$ cat src/rtl/bist_dr.sv
// bist_dr: JTAG data-register block for a BIST engine. GETTEST loads
// fixed-length vectors into the engine; RUNBIST reads back a status word;
// every other instruction sees a one-bit bypass.
module bist_dr #(
  parameter int DEPTH  = 256,
  parameter int VEC_W  = 10,
  parameter int STAT_W = 16,
  localparam int CNT_W = $clog2(DEPTH) + 1,
  localparam int BC_W  = $clog2(VEC_W + 2)
) (
  input  logic              TCK,
  input  logic              TRST_N,
  input  logic              TLR,
  input  logic              CAPTUREDR,
  input  logic              SHIFTDR,
  input  logic              UPDATEDR_ST,
  input  logic              GETTEST_SELECT,
  input  logic              RUNBIST_SELECT,
  input  logic              TDI,
  input  logic [STAT_W-1:0] BIST_STATUS,
  output logic              TDO,
  output logic [VEC_W-1:0]  BSR,
  output logic              UPDATEDR,
  output logic [CNT_W-1:0]  VEC_CNT,
  output logic              FULL,
  output logic              SHIFT_ERR
);

  typedef enum logic [1:0] {IDLE, CAPT, SHIFT, UPD} state_t;

  state_t             state, state_nxt;
  logic [VEC_W-1:0]   load_sr;
  logic [STAT_W-1:0]  stat_sr;
  logic               byp;
  logic [BC_W-1:0]    bit_cnt;
  logic               do_cap, do_shift, do_upd, armed;
  logic               upd_ok, upd_err, sel_ld, sel_st;

  localparam logic [BC_W-1:0]  BC_MAX = BC_W'(VEC_W + 1);
  localparam logic [BC_W-1:0]  BC_LEN = BC_W'(VEC_W);
  localparam logic [CNT_W-1:0] CNT_MAX = CNT_W'(DEPTH);

  // GETTEST wins when both selects are up
  assign sel_ld = GETTEST_SELECT;
  assign sel_st = !GETTEST_SELECT && RUNBIST_SELECT;
  assign FULL   = (VEC_CNT == CNT_MAX);

  // TDO shows the selected register's LSB only during Shift-DR
  always_comb begin
    TDO = 1'b0;
    if (SHIFTDR) begin
      if (sel_ld)      TDO = load_sr[0];
      else if (sel_st) TDO = stat_sr[0];
      else             TDO = byp;
    end
  end

  // Strobe priority, next-state and update qualification
  always_comb begin
    do_cap   = CAPTUREDR;
    do_shift = SHIFTDR && !CAPTUREDR;
    do_upd   = UPDATEDR_ST && !CAPTUREDR && !SHIFTDR;
    // an update only counts if a capture happened since the last update
    armed    = (state == CAPT) || (state == SHIFT);
    state_nxt = state;
    if (state == UPD) state_nxt = IDLE;
    if (do_cap)                 state_nxt = CAPT;
    else if (do_shift && armed) state_nxt = SHIFT;
    else if (do_upd && armed)   state_nxt = UPD;
    upd_ok  = do_upd && GETTEST_SELECT && !FULL && armed && (bit_cnt == BC_LEN);
    // a full session swallows updates silently, whatever their length
    upd_err = do_upd && GETTEST_SELECT && !FULL && !(armed && (bit_cnt == BC_LEN));
  end

  // FSM state register
  always_ff @(posedge TCK or negedge TRST_N) begin
    if (!TRST_N)  state <= IDLE;
    else if (TLR) state <= IDLE;
    else          state <= state_nxt;
  end

  // Capture/shift path for the three scan registers and the bit counter
  always_ff @(posedge TCK or negedge TRST_N) begin
    if (!TRST_N) begin
      load_sr <= '0;
      stat_sr <= '0;
      byp     <= 1'b0;
      bit_cnt <= '0;
    end else if (TLR) begin
      load_sr <= '0;
      stat_sr <= '0;
      byp     <= 1'b0;
      bit_cnt <= '0;
    end else if (do_cap) begin
      load_sr <= '0;
      stat_sr <= BIST_STATUS;
      byp     <= 1'b0;
      bit_cnt <= '0;
    end else if (do_shift) begin
      if (sel_ld)      load_sr <= {TDI, load_sr[VEC_W-1:1]};
      else if (sel_st) stat_sr <= {TDI, stat_sr[STAT_W-1:1]};
      else             byp     <= TDI;
      if (bit_cnt != BC_MAX) bit_cnt <= bit_cnt + BC_W'(1);
    end
  end

  // Vector delivery, load pulse, session counter and sticky length error
  always_ff @(posedge TCK or negedge TRST_N) begin
    if (!TRST_N) begin
      BSR       <= '0;
      UPDATEDR  <= 1'b0;
      VEC_CNT   <= '0;
      SHIFT_ERR <= 1'b0;
    end else if (TLR) begin
      BSR       <= '0;
      UPDATEDR  <= 1'b0;
      VEC_CNT   <= '0;
      SHIFT_ERR <= 1'b0;
    end else begin
      UPDATEDR <= upd_ok;
      if (upd_ok) BSR <= load_sr;
      if (!GETTEST_SELECT) begin
        VEC_CNT   <= '0;
        SHIFT_ERR <= 1'b0;
      end else begin
        if (upd_ok)  VEC_CNT   <= VEC_CNT + CNT_W'(1);
        if (upd_err) SHIFT_ERR <= 1'b1;
      end
    end
  end

endmodule

$ cat config.mk
export PLATFORM = sky130hd
export DESIGN_NAME = bist_dr
export DESIGN_NICKNAME = d
export VERILOG_FILES = /design/src/rtl/bist_dr.sv
export SDC_FILE = /design/constraint.sdc
export NUM_CORES = 1
export LEC_CHECK = 0
export CORE_MARGIN = 1
export CORE_UTILIZATION = 56
export DETAILED_ROUTE_END_ITERATION = 7
export GPL_ROUTABILITY_DRIVEN = 0
export PLACE_DENSITY = 0.84
export SKIP_LAST_GASP = 1
export SLEW_MARGIN = 20
export SYNTH_ARGS = -nofsm -noshare
export SYNTH_HDL_FRONTEND = slang
export SYNTH_SLANG_ARGS = --single-unit
$ cat constraint.sdc
create_clock -name TCK -period 5.5 [get_ports TCK]
set_input_delay 0.825 -clock TCK [delete_from_list [all_inputs] [get_ports TCK]]
set_output_delay 0.825 -clock TCK [all_outputs]
set_load 0.01 [all_outputs]
=== After elaboration in Yosys (flattened, before gate mapping) ===
Index checks and enable logic that the tools add are counted.

* Bits in registers: 54
* Bits of input ports: 25
* Output and inout bits: 23
* Word-level logic and storage cells: 84

* Add/subtract/negate cells: 2
* Equal/unequal tests: 10
* Mux-type cells: 35
* Reduce and logical (&&, ||, !) cells: 28

{| class="wikitable"
|+ Operators with widths
! operator !! count
|-
| $mux W16 || 5
|-
| $mux W10 || 6
|-
| $mux W9 || 3
|-
| $mux W4 || 4
|-
| $logic_and A1 B1 Y1 || 12
|-
| $mux W1 || 12
|-
| $reduce_bool A3 Y1 || 4
|-
| $mux W2 || 5
|-
| $add A9 B1 Y9 const B || 1
|-
| $eq A9 B9 Y1 const B || 1
|-
| $ne A3 B2 Y1 const B || 2
|-
| $ne A3 B3 Y1 const B || 2
|-
| $reduce_and A3 Y1 || 2
|-
| $logic_not A1 Y1 || 5
|-
| $reduce_bool A5 Y1 || 1
|-
| $add A4 B1 Y4 const B || 1
|-
| $eq A2 B2 Y1 const B || 2
|-
| $eq A4 B4 Y1 const B || 1
|-
| $ne A4 B4 Y1 const B || 1
|-
| $reduce_and A2 Y1 || 2
|-
| $eq A2 B1 Y1 const B || 1
|-
| $reduce_bool A2 Y1 || 1
|-
| $logic_or A1 B1 Y1 || 1
|}

=== Depth between registers and ports, before layout ===
Gate-level depths: netlist of run 1.

* Depth in word-level cells: 10
* Depth in mapped cells: 8
* Depth with buffers taken out: 6

=== Least setup slack after synthesis of run 1 ===
OpenSTA, ideal clock, no wires.

* Kind: input-to-output
* Start point: input SHIFTDR
* End point: output TDO
* Data arrival time: 1.300 ns
* Required time: 4.675 ns
* Path slack: 3.375 ns
* Stages: 2
* Buffers on the path: 1
* Cells stage by stage: clkbuf_1 > o211a_1

* Word-level cells in the longest chain between the ends: 1

{| class="wikitable"
|+ Ends and longest elaborated chain
! what !! line !! RTL
|-
| start, declared || 15 || <nowiki>input logic SHIFTDR,</nowiki>
|-
| $mux W1 || 51 || <nowiki>if (SHIFTDR) begin</nowiki>
|-
| end, declared || 21 || <nowiki>output logic TDO,</nowiki>
|}

No other way between the ends.

=== Final worst setup path of run 1 ===
* Start point: input GETTEST_SELECT
* End point: output TDO

* Word-level cells in the longest chain between the ends: 5

{| class="wikitable"
|+ Ends and longest elaborated chain
! what !! line !! RTL
|-
| start, declared || 17 || <nowiki>input logic GETTEST_SELECT,</nowiki>
|-
| $logic_not A1 Y1 || -- ||
|-
| $logic_and A1 B1 Y1 || 45 || <nowiki>assign sel_st = !GETTEST_SELECT && RUNBIST_SELECT;</nowiki>
|-
| $mux W1 || 53 || <nowiki>else if (sel_st) TDO = stat_sr[0];</nowiki>
|-
| $mux W1 (*) || 52 || <nowiki>if (sel_ld) TDO = load_sr[0];</nowiki>
|-
| $mux W1 (*) || 51 ||
|}

Every way passes the cells marked *; elsewhere a longest branch is shown, timed or not.

==> results of run 1 <==
[final timing paths]
check                                            start                     end  cells past startpoint
worst max-delay path                    GETTEST_SELECT                     TDO                      5
worst min-delay path            stat_sr[4]$_DFFE_PN0P_  stat_sr[4]$_DFFE_PN0P_                      2
worst max register to register    state[0]$_DFFE_PN0P_  VEC_CNT[5]$_DFFE_PN0P_                      5
worst min register to register  stat_sr[4]$_DFFE_PN0P_  stat_sr[4]$_DFFE_PN0P_                      2
max in group asynchronous                       TRST_N      BSR[2]$_DFFE_PN0P_                      2
min in group asynchronous                       TRST_N  VEC_CNT[7]$_DFFE_PN0P_                      2
[power groups by stage]
stage / clock [W] / combinational [W] / sequential, W
2_1_floorplan: 0 / 0.0000404 / 0.000420
3_3_place_gp: 0 / 0.0000726 / 0.000421
3_5_place_dp: 0 / 0.0000747 / 0.000422
4_1_cts: 0.000230 / 0.0000749 / 0.000414
5_1_grt: 0.000245 / 0.0000828 / 0.000416
6_report: 0.000228 / 0.0000740 / 0.000414
[area by class of cell]
type	count	area share, %
clock inverters	1	0.1524
inverters	5	0.5716
clock buffers	7	2.630
well taps	52	1.982
multi-input cells	196	38.19
flip-flops and latches	54	41.16
repair buffers	52	15.32
[routing by layer]
layer  GRT usage, %  vias to the layer above
met4          6.972                        0
met2          40.78                       64
li1               -                     1027
met5              0                        -
met1          33.64                     1011
met3          4.219                        8
[critical path, delay by kind of cell]
kind | cells | cell delay [ns]
AO/OA/AOI/OAI | 1 | 0.14
AND/OR/NAND/NOR | 1 | 0.08
buffers and inverters | 3 | 1.33
[logic make-up after synthesis]
kind of cell               after synthesis  synth area share (%)
and+or+nand+nor                        107                 20.24
AOI/OAI and AO/OA                       62                 15.59
DFF                                     54                 49.68
buffers and inverters                   22                 4.232
muxes                                   19                 6.992
adders and majority gates                5                 2.300
xor gates and xnor gates                 3                0.9661
[Yosys cell counts (2+ instances only)]
cell type / number
o21ai_0: 6
o31ai_1: 18
nand2b_1: 2
inv_1: 5
clkbuf_1: 7
or3_2: 3
a21oi_2: 9
or4_1: 2
ha_1: 5
nor2_1: 10
mux2i_1: 19
dfrtp_1: 54
xor2_1: 2
buf_2: 4
nand2_1: 59
nand2_2: 9
nand3_1: 6
buf_1: 3
a21oi_1: 24
[sequential cells by signal, summed over array words and instances (netlist names)]
name / flops
BSR: 10
bit_cnt: 4
stat_sr: 16
SHIFT_ERR: 1
UPDATEDR: 1
VEC_CNT: 9
load_sr: 10
state: 2
byp: 1
[metrics by stage]
| step | util, % | hold WS (ns) | instances | instance area, µm² |
|---|---|---|---|---|
| floorplan | - | 0.4478 | 272 | 2720 |
| global placement | 70.86 | 0.4581 | 359 | 3192 |
| detailed placement | 70.86 | 0.4715 | 359 | 3192 |
| CTS | 72.89 | 0.4938 | 367 | 3283 |
| global route | 72.89 | 0.5103 | 367 | 3283 |
| finish | 72.89 | 0.4888 | 367 | 3283 |
==> impl_results.md, run 1 <==
- Status: completed
- Worst slew margin: 53.57%
- Kind of critical path: primary input to primary output
- RSZ-0062 raised after global routing: false
- DRC Markers: 0
- Cell taking the most area after synthesis: dfrtp_1
- Final setup viols: 0
- Share of cells above drive strength 1: 13.33%
- Internal power: 0.0005429 W
- Chip height: 71.70 µm
- CP endpoint kind: primary output
- Min cycle time layout: 3.204 ns
- Leading cell types in the layout, fill and taps excluded: nand2_1 (59), dfrtp_1 (54), clkdlybuf4s50_1 (46)
- H-tree depth: 2
- Worst-Margin Slew: 0.6931 ns
- Post-route clock period utilization: 58.26%
- Die W: 71.70 µm
- Area taken by multi-input logic gates: 0.001254 mm²
- P_sw: 0.0001730 W
- Hpwl dp: 3896 µm
- CTS Buffer Depth: 2
- Drt first pass iters: 4
- F_max: 0.3121 GHz
- Post-Place Setup Slack: 2.318 ns
- Routed Antenna Nets: 0
- Primary FF master, synth: dfrtp_1
- Initial Utilization: 60.39%
- Max Slew Vio Count: 0
- Register area: 0.001351 mm²
- Mean Syn Cell Area: 10.00 µm²
- Slowest-stage cell, CP: clkdlybuf4s50_1
- Final #Nets: 344
- CP Max Fanout: 9
- DR WL met2: 2697 µm
- Overflow left after global routing: 0
- Commonest non-fill, non-tap cell in the layout: nand2_1
- Final hold viol count: 0
- Synth async-reset ratio: 100.0%
- Die Area: 0.005140 mm²
- Syn Nets: 302
- Most used cell, CP: clkdlybuf4s50_1
- Hold buffers post-CTS: 0
- Pwr Density: 218.1 mW/mm²
- Hold WC Path Type: flip-flop to flip-flop
- Core area: 0.004504 mm²
- CTS clk-pin slew, worst paths: 0.09 ns
- Met3 WL: 258 µm
- Worst-path cell chain: clkdlybuf4s50_1 > inv_1 > nand2_1 > o211a_1 > clkdlybuf4s50_1
- Num CTS Buffers: 5
- Vias in the first global route: 2,168
- Post-CTS Repair Setup Buffers: 0
- Yosys warning count: 0
- Sequential area share after synthesis: 49.68%
- Port Buffers: 47
- FP Rows: 24
- First-pass GRT wire length: 9963 µm
- WP data arrival: 2.38 ns
- CTS tree: done
- Initial antenna violation count: 0
- Post-Synthesis Cells: 272
- Power, Total: 0.0007159 W
- Leak: 1.346 nW
- Worst EP required: 4.68 ns
- Filler cells: 357
- ANT cells: 0
- Clock share of power: 31.8%
- Gr usage total: 24.65%
- Synth area leaders: dfrtp_1 (50%), nand2_1 (8.1%), mux2i_1 (7.0%)
- Slowest cell delay on critical path: 0.66 ns
- Routed len/inst: 15.48 µm
- Yosys reg bits: 54
- Worst VDD drop: 0.1232 mV
- Switch share: 24.17%
- CTS Sinks: 54
- Worst setup SP type: primary input
- Post-synth top area share: 49.68%
- Via density per instance: 5.749
- Post-CTS Resized: 0
- Largest net degree at the start of global routing: 55
- Worst-skew pair later-pin latency: 0.30 ns
- Layout Area Growth over Synthesis: 20.70%
- Post-Route Setup TNS: 0 ns
- Fin worst setup slack: 2.296 ns
- Final Skew: 0.003377 ns
- Highest Signal Layer: met4
- Vias: 2,110
- Netlist cell types: 44
- Reg2Reg Setup Slack: 3.43 ns
- Post-synth EDFFs: 0
- Metal1 wirelength: 2648 µm
- IO Pins: 48
- WL final: 5682 µm
- Clock root buffer: clkbuf_8
- Comb pwr share: 10.3%
- Initial DRC count: 82
- Seq pwr share: 57.9%
- Syn Std Cell Area: 0.002720 mm²
- Max-cap violations: 0
Power figures use the tool's default switching activity.
==> run 2: changes to the inputs <==
- CORE_UTILIZATION: 56 -> 52
- PLACE_DENSITY: 0.84 -> 0.79
- clock period: 5.5 -> 3 ns (I/O delays scaled with it)
==> run 2 against run 1 <==
Against the previous run:
- wire length grew 3.0%
- global-route usage shrank 0.60 points
- cell area grew 1.7%
- largest cell class unchanged
- via count grew 2.1%
- utilization shrank 4.5 points
- power grew 94%
- sequential share of layout area shrank 0.68 points
- highest routed layer unchanged
- non-clock buffer count grew 2
- clock power grew 110%
- clock skew is essentially flat
- largest power group unchanged
==> impl_results.md, run 2 (synthesis results as in run 1) <==
- F_max: 0.4135 GHz
- Worst-skew pair later-pin latency: 0.30 ns
- Initial Utilization: 55.74%
- Final core occ: 68.41%
- Port Buffers: 47
- Worst VDD drop: 0.3240 mV
- R2R cell count: 5
- Leading cell types in the layout, fill and taps excluded: nand2_1 (59), dfrtp_1 (54), clkdlybuf4s50_1 (46)
- Design Area, Final: 0.003338 mm²
- Status: completed
- Max reg flops: 16
- Die Area: 0.005524 mm²
- WP data arrival: 1.97 ns
- Comb pwr share: 10.1%
- Final #Nets: 346
- Largest register by flop count: stat_sr
- Worst-Margin Slew: 0.7635 ns
- Largest regs: stat_sr x16, BSR x10, load_sr x10
- Gr usage total: 24.05%
- Vias in the first global route: 2,077
- Drt first pass iters: 4
- RSZ-0062 raised after global routing: false
- Overflow left after global routing: 0
- Final hold viol count: 0
- Internal power: 0.001077 W
- Total placed instance area: 0.003226 mm²
- Max Slew Vio Count: 0
- Fin worst setup slack: 0.5816 ns
- P_sw: 0.0003114 W
- CP endpoint kind: primary output
- Max-cap violations: 0
- Routed len/inst: 15.29 µm
- CTS tree: done
- CTS clk-pin slew, worst paths: 0.09 ns
- Kind of critical path: flip-flop to primary output
- Initial antenna violation count: 0
- Clock root buffer: clkbuf_8
- Die W: 74.33 µm
- Post-Route Setup TNS: 0 ns
- Final Skew: 0.003750 ns
- Via density per instance: 5.624
- Chip height: 74.33 µm
- Leak: 1.365 nW
- WHS: 0.1494 ns
- Pwr Density: 416.0 mW/mm²
- Clock share of power: 35.2%
- Worst EP required: 2.55 ns
- Worst slew margin: 48.86%
- Final setup viols: 0
- Hpwl dp: 4155 µm
- Share of cells above drive strength 1: 13.92%
- ANT cells: 0
- H-tree depth: 2
- IO Pins: 48
- CTS Buffer Depth: 2
- Seq pwr share: 54.6%
- Post-route clock period utilization: 80.61%
- Post-CTS Resized: 0
- Num CTS Buffers: 5
- Post-CTS Repair Setup Buffers: 0
- Filler cells: 400
- CTS Sinks: 54
- Switch share: 22.42%
- Layout Area Growth over Synthesis: 22.72%
- FP Rows: 25
- Core area: 0.004880 mm²
- Hold WC Path Type: primary input to async pin
- Largest net degree at the start of global routing: 33
- Commonest non-fill, non-tap cell in the layout: nand2_1
- Vias: 2,154
- Initial DRC count: 131
- First-pass GRT wire length: 10,050 µm
- Worst setup SP type: flip-flop
- Min cycle time layout: 2.418 ns
- WL final: 5855 µm
- Post-Place Setup Slack: 0.6491 ns
- DRC Markers: 0
- Hold buffers post-CTS: 0
- CP Max Fanout: 8
- Routed Antenna Nets: 0
run 2: cell count changes in the layout (fill, tap and decap cells not counted), sizes merged:
cell / change
buf: +2
bufinv: +1
clkbuf: -1
clkinv: -1
run 2: area by class of cell:
type,instances,area [µm²],share of cell area [%]
flip-flops and latches,54,1351,40.48
multi-input cells,196,1254,37.56
repair buffers,54,518.0,15.52
well taps,67,83.83,2.511
clock buffers,6,82.58,2.474
clock inverters,1,30.03,0.8996
inverters,5,18.77,0.5622
run 2: worst max-delay path, stage by stage, from the launching register on:
cell and delay, ns:
dfrtp_1 0.48, or4_4 0.55, nor2_1 0.10, clkdlybuf4s50_1 0.54
run 2: routing by layer:
layer / wire (µm) / vias up / track usage [%]
met3: 259 / 6 / 3.794
met1: 2652 / 1055 / 34.49
li1: - / 1036 / -
met2: 2878 / 57 / 38.59
met5: 0 / - / 0
met4: 65 / 0 / 6.080
run 2: through the flow:
stage                     total power (W)  std cells
after CTS                        0.001402        383
after global routing             0.001449        383
after floorplan                 0.0008443        272
after detailed placement        0.0009154        376
final                            0.001389        383
after global placement          0.0009107        376
run 2: power groups by stage:
stage | sequential, W | clock, W | combinational [W]
final | 0.000759 | 0.000490 | 0.000141
after global routing | 0.000762 | 0.000529 | 0.000158
after CTS | 0.000759 | 0.000501 | 0.000142
after detailed placement | 0.000773 | 0 | 0.000142
after global placement | 0.000772 | 0 | 0.000138
after floorplan | 0.000770 | 0 | 0.0000740
run 2: final timing paths:
| check | startpoint | endpoint | slack [ns] |
|---|---|---|---|
| min in group TCK | stat_sr[13]$_DFFE_PN0P_ | stat_sr[13]$_DFFE_PN0P_ | 0.48 |
| max reg2reg | state[0]$_DFFE_PN0P_ | VEC_CNT[5]$_DFFE_PN0P_ | 0.85 |
| min reg2reg | stat_sr[13]$_DFFE_PN0P_ | stat_sr[13]$_DFFE_PN0P_ | 0.48 |
| max | VEC_CNT[3]$_DFFE_PN0P_ | FULL | 0.58 |
| max in group asynchronous | TRST_N | load_sr[0]$_DFFE_PN0P_ | 2.06 |
| min | TRST_N | VEC_CNT[6]$_DFFE_PN0P_ | 0.15 |
==> run 3: changes to the inputs <==
- CORE_UTILIZATION: 52 -> 47
- PLACE_DENSITY: 0.79 -> 0.75
- clock period: 3 -> 2.1 ns (I/O delays scaled with it)
==> run 3 against run 2 <==
Against the previous run:
- wire length fell by 1.5%
- final cell count rose by 4.4%
- power rose by 38%
- global-route usage fell by 3.3 points
- via count rose by 0.74%
- sequential power rose by 42%
- cell area rose by 3.0%
- clock power rose by 26%
- count of clock-buffer cells in the layout fell by 1
- largest power group unchanged
==> impl_results.md, run 3 (synthesis results as in run 1) <==
- Share of cells above drive strength 1: 16.77%
- Hold endpoint: stat_sr[14]$_DFFE_PN0P_
- CTS Sinks: 54
- Initial Utilization: 49.10%
- CP endpoint kind: primary output
- Via density per instance: 5.425
- Area taken by multi-input logic gates: 0.001254 mm²
- Max-cap violations: 0
- Worst slew margin: 62.27%
- ANT cells: 0
- Routed len/inst: 14.41 µm
- Min cycle time layout: 2.045 ns
- Clock root buffer: clkbuf_8
- Layout Area Growth over Synthesis: 26.45%
- CTS clk-pin slew, worst paths: 0.10 ns
- Chip height: 78.08 µm
- Drt first pass iters: 4
- Gr usage total: 20.72%
- Final setup viols: 0
- Power, Total: 0.001912 W
- Worst-path cell chain: clkdlybuf4s50_1 > mux2i_1 > nand2_1 > o211a_1 > clkdlybuf4s50_1
- Final Skew: 0.01059 ns
- Hold WC Path Type: flip-flop to flip-flop
- FF-to-FF Start: state[1]$_DFFE_PN0P_
- Post-route clock period utilization: 97.39%
- H-tree depth: 2
- Initial antenna violation count: 0
- Most used cell, CP: clkdlybuf4s50_1
- First-pass GRT wire length: 9777 µm
- Final core occ: 62.08%
- Initial DRC count: 151
- Core area: 0.005540 mm²
- Die W: 78.08 µm
- Vias in the first global route: 2,051
- Slowest cell delay on critical path: 0.53 ns
- Vias: 2,170
- R2R Path End: VEC_CNT[7]$_DFFE_PN0P_
- Num CTS Buffers: 5
- Port Buffers: 47
- Largest regs: stat_sr x16, BSR x10, load_sr x10
- Worst hold start: stat_sr[14]$_DFFE_PN0P_
- Leading cell types in the layout, fill and taps excluded: nand2_1 (59), dfrtp_1 (54), clkdlybuf4s50_1 (44)
- Die Area: 0.006096 mm²
- Status: completed
- FP Rows: 27
- Kind of critical path: primary input to primary output
- F_max: 0.4890 GHz
- Hpwl dp: 4064 µm
- Worst-Margin Slew: 0.5660 ns
- Leak: 1.431 nW
- CTS tree: done
- Fin worst setup slack: 0.05480 ns
- WL final: 5765 µm
- R2R cell count: 5
- Filler cells: 456
- Hold path cells: 2
- WP data arrival: 1.73 ns
- CTS Buffer Depth: 2
- Post-Route Setup TNS: 0 ns
- Worst VDD drop: 0.3178 mV
- Post-Layout Cell Count: 400
- Post-Place Setup Slack: 0.04369 ns
- Pwr Density: 556.0 mW/mm²
- Final #Nets: 357
- IO Pins: 48
- Max Slew Vio Count: 0
- CP Max Fanout: 3
- Largest net degree at the start of global routing: 33
- RSZ-0062 raised after global routing: false
- Worst EP required: 1.78 ns
- Overflow left after global routing: 0
- Max reg flops: 16
- Register area: 0.001351 mm²
- Worst-skew pair later-pin latency: 0.31 ns
- DRC Markers: 0
- Reg2Reg Setup Slack: 0.16 ns
- Commonest non-fill, non-tap cell in the layout: nand2_1
- Routed Antenna Nets: 0
- Worst setup SP type: primary input
- Slowest-stage cell, CP: clkdlybuf4s50_1
- Largest register by flop count: stat_sr
- Inst Count DP: 390
- Final hold viol count: 0
==> run 3: per-stage QoR <==
| stage | cell area (µm²) | hold slack (ns) |
|---|---|---|
| 2_1_floorplan | 2720 | 0.01941 |
| 3_3_place_gp | 3324 | 0.3420 |
| 3_5_place_dp | 3324 | 0.3517 |
| 4_1_cts | 3437 | 0.4894 |
| 5_1_grt | 3440 | 0.5141 |
| 6_report | 3440 | 0.4848 |
==> run 3: what timing repair did <==
action                                  in CTS  in global routing
pin swaps                                    0                  0
gates resized for setup                      1                  1
buffers inserted                             1                  0
endpoints found under the hold margin       21                  0
hold buffers                                 1                  0
endpoints found under the setup margin       1                  1
==> run 3: how the worst max path moves through the flow <==
| stage | startpoint | endpoint | cells past startpoint |
|---|---|---|---|
| 2_1_floorplan | state[0]$_DFFE_PN0P_ | VEC_CNT[6]$_DFFE_PN0P_ | 6 |
| 3_3_place_gp | GETTEST_SELECT | VEC_CNT[5]$_DFFE_PN0P_ | 5 |
| 3_5_place_dp | GETTEST_SELECT | VEC_CNT[7]$_DFFE_PN0P_ | 5 |
| 4_1_cts | RUNBIST_SELECT | TDO | 5 |
| 5_1_grt | RUNBIST_SELECT | TDO | 5 |
| 6_report | RUNBIST_SELECT | TDO | 5 |
==> run 3: final cells by class <==
| cell class | instances | area share (%) |
|---|---|---|
| Clock inverter | 3 | 0.8003 |
| Multi-Input combinational cell | 196 | 36.45 |
| Clock buffer | 5 | 2.001 |
| Sequential cell | 54 | 39.29 |
| Tap cell | 72 | 2.619 |
| Inverter | 5 | 0.5457 |
| Timing Repair Buffer | 65 | 18.30 |
==> run 3: power breakdown <==
group | total (W) | internal (W) | switching [W]
clock | 0.000617 | 0.000248 | 0.000369
sequential | 0.00108 | 0.00107 | 0.0000155
combinational | 0.000212 | 0.000101 | 0.000111
==> run 3: metal layers <==
layer	part of all wire (%)	wire length, µm	up-vias	GRT usage, %
li1	-	-	1056	-
met1	47	2703	1048	28.87
met2	47	2710	64	32.63
met3	5.2	299	2	3.605
met4	0.88	51	0	7.222
met5	0	0	-	0
==> run 3: worst max-delay path, delay by kind of cell <==
family                 cells  cell delay, ns
buffers and inverters      2            1.00
muxes                      1            0.21
AOI/OAI and AO/OA          1            0.12
and+or+nand+nor            1            0.08
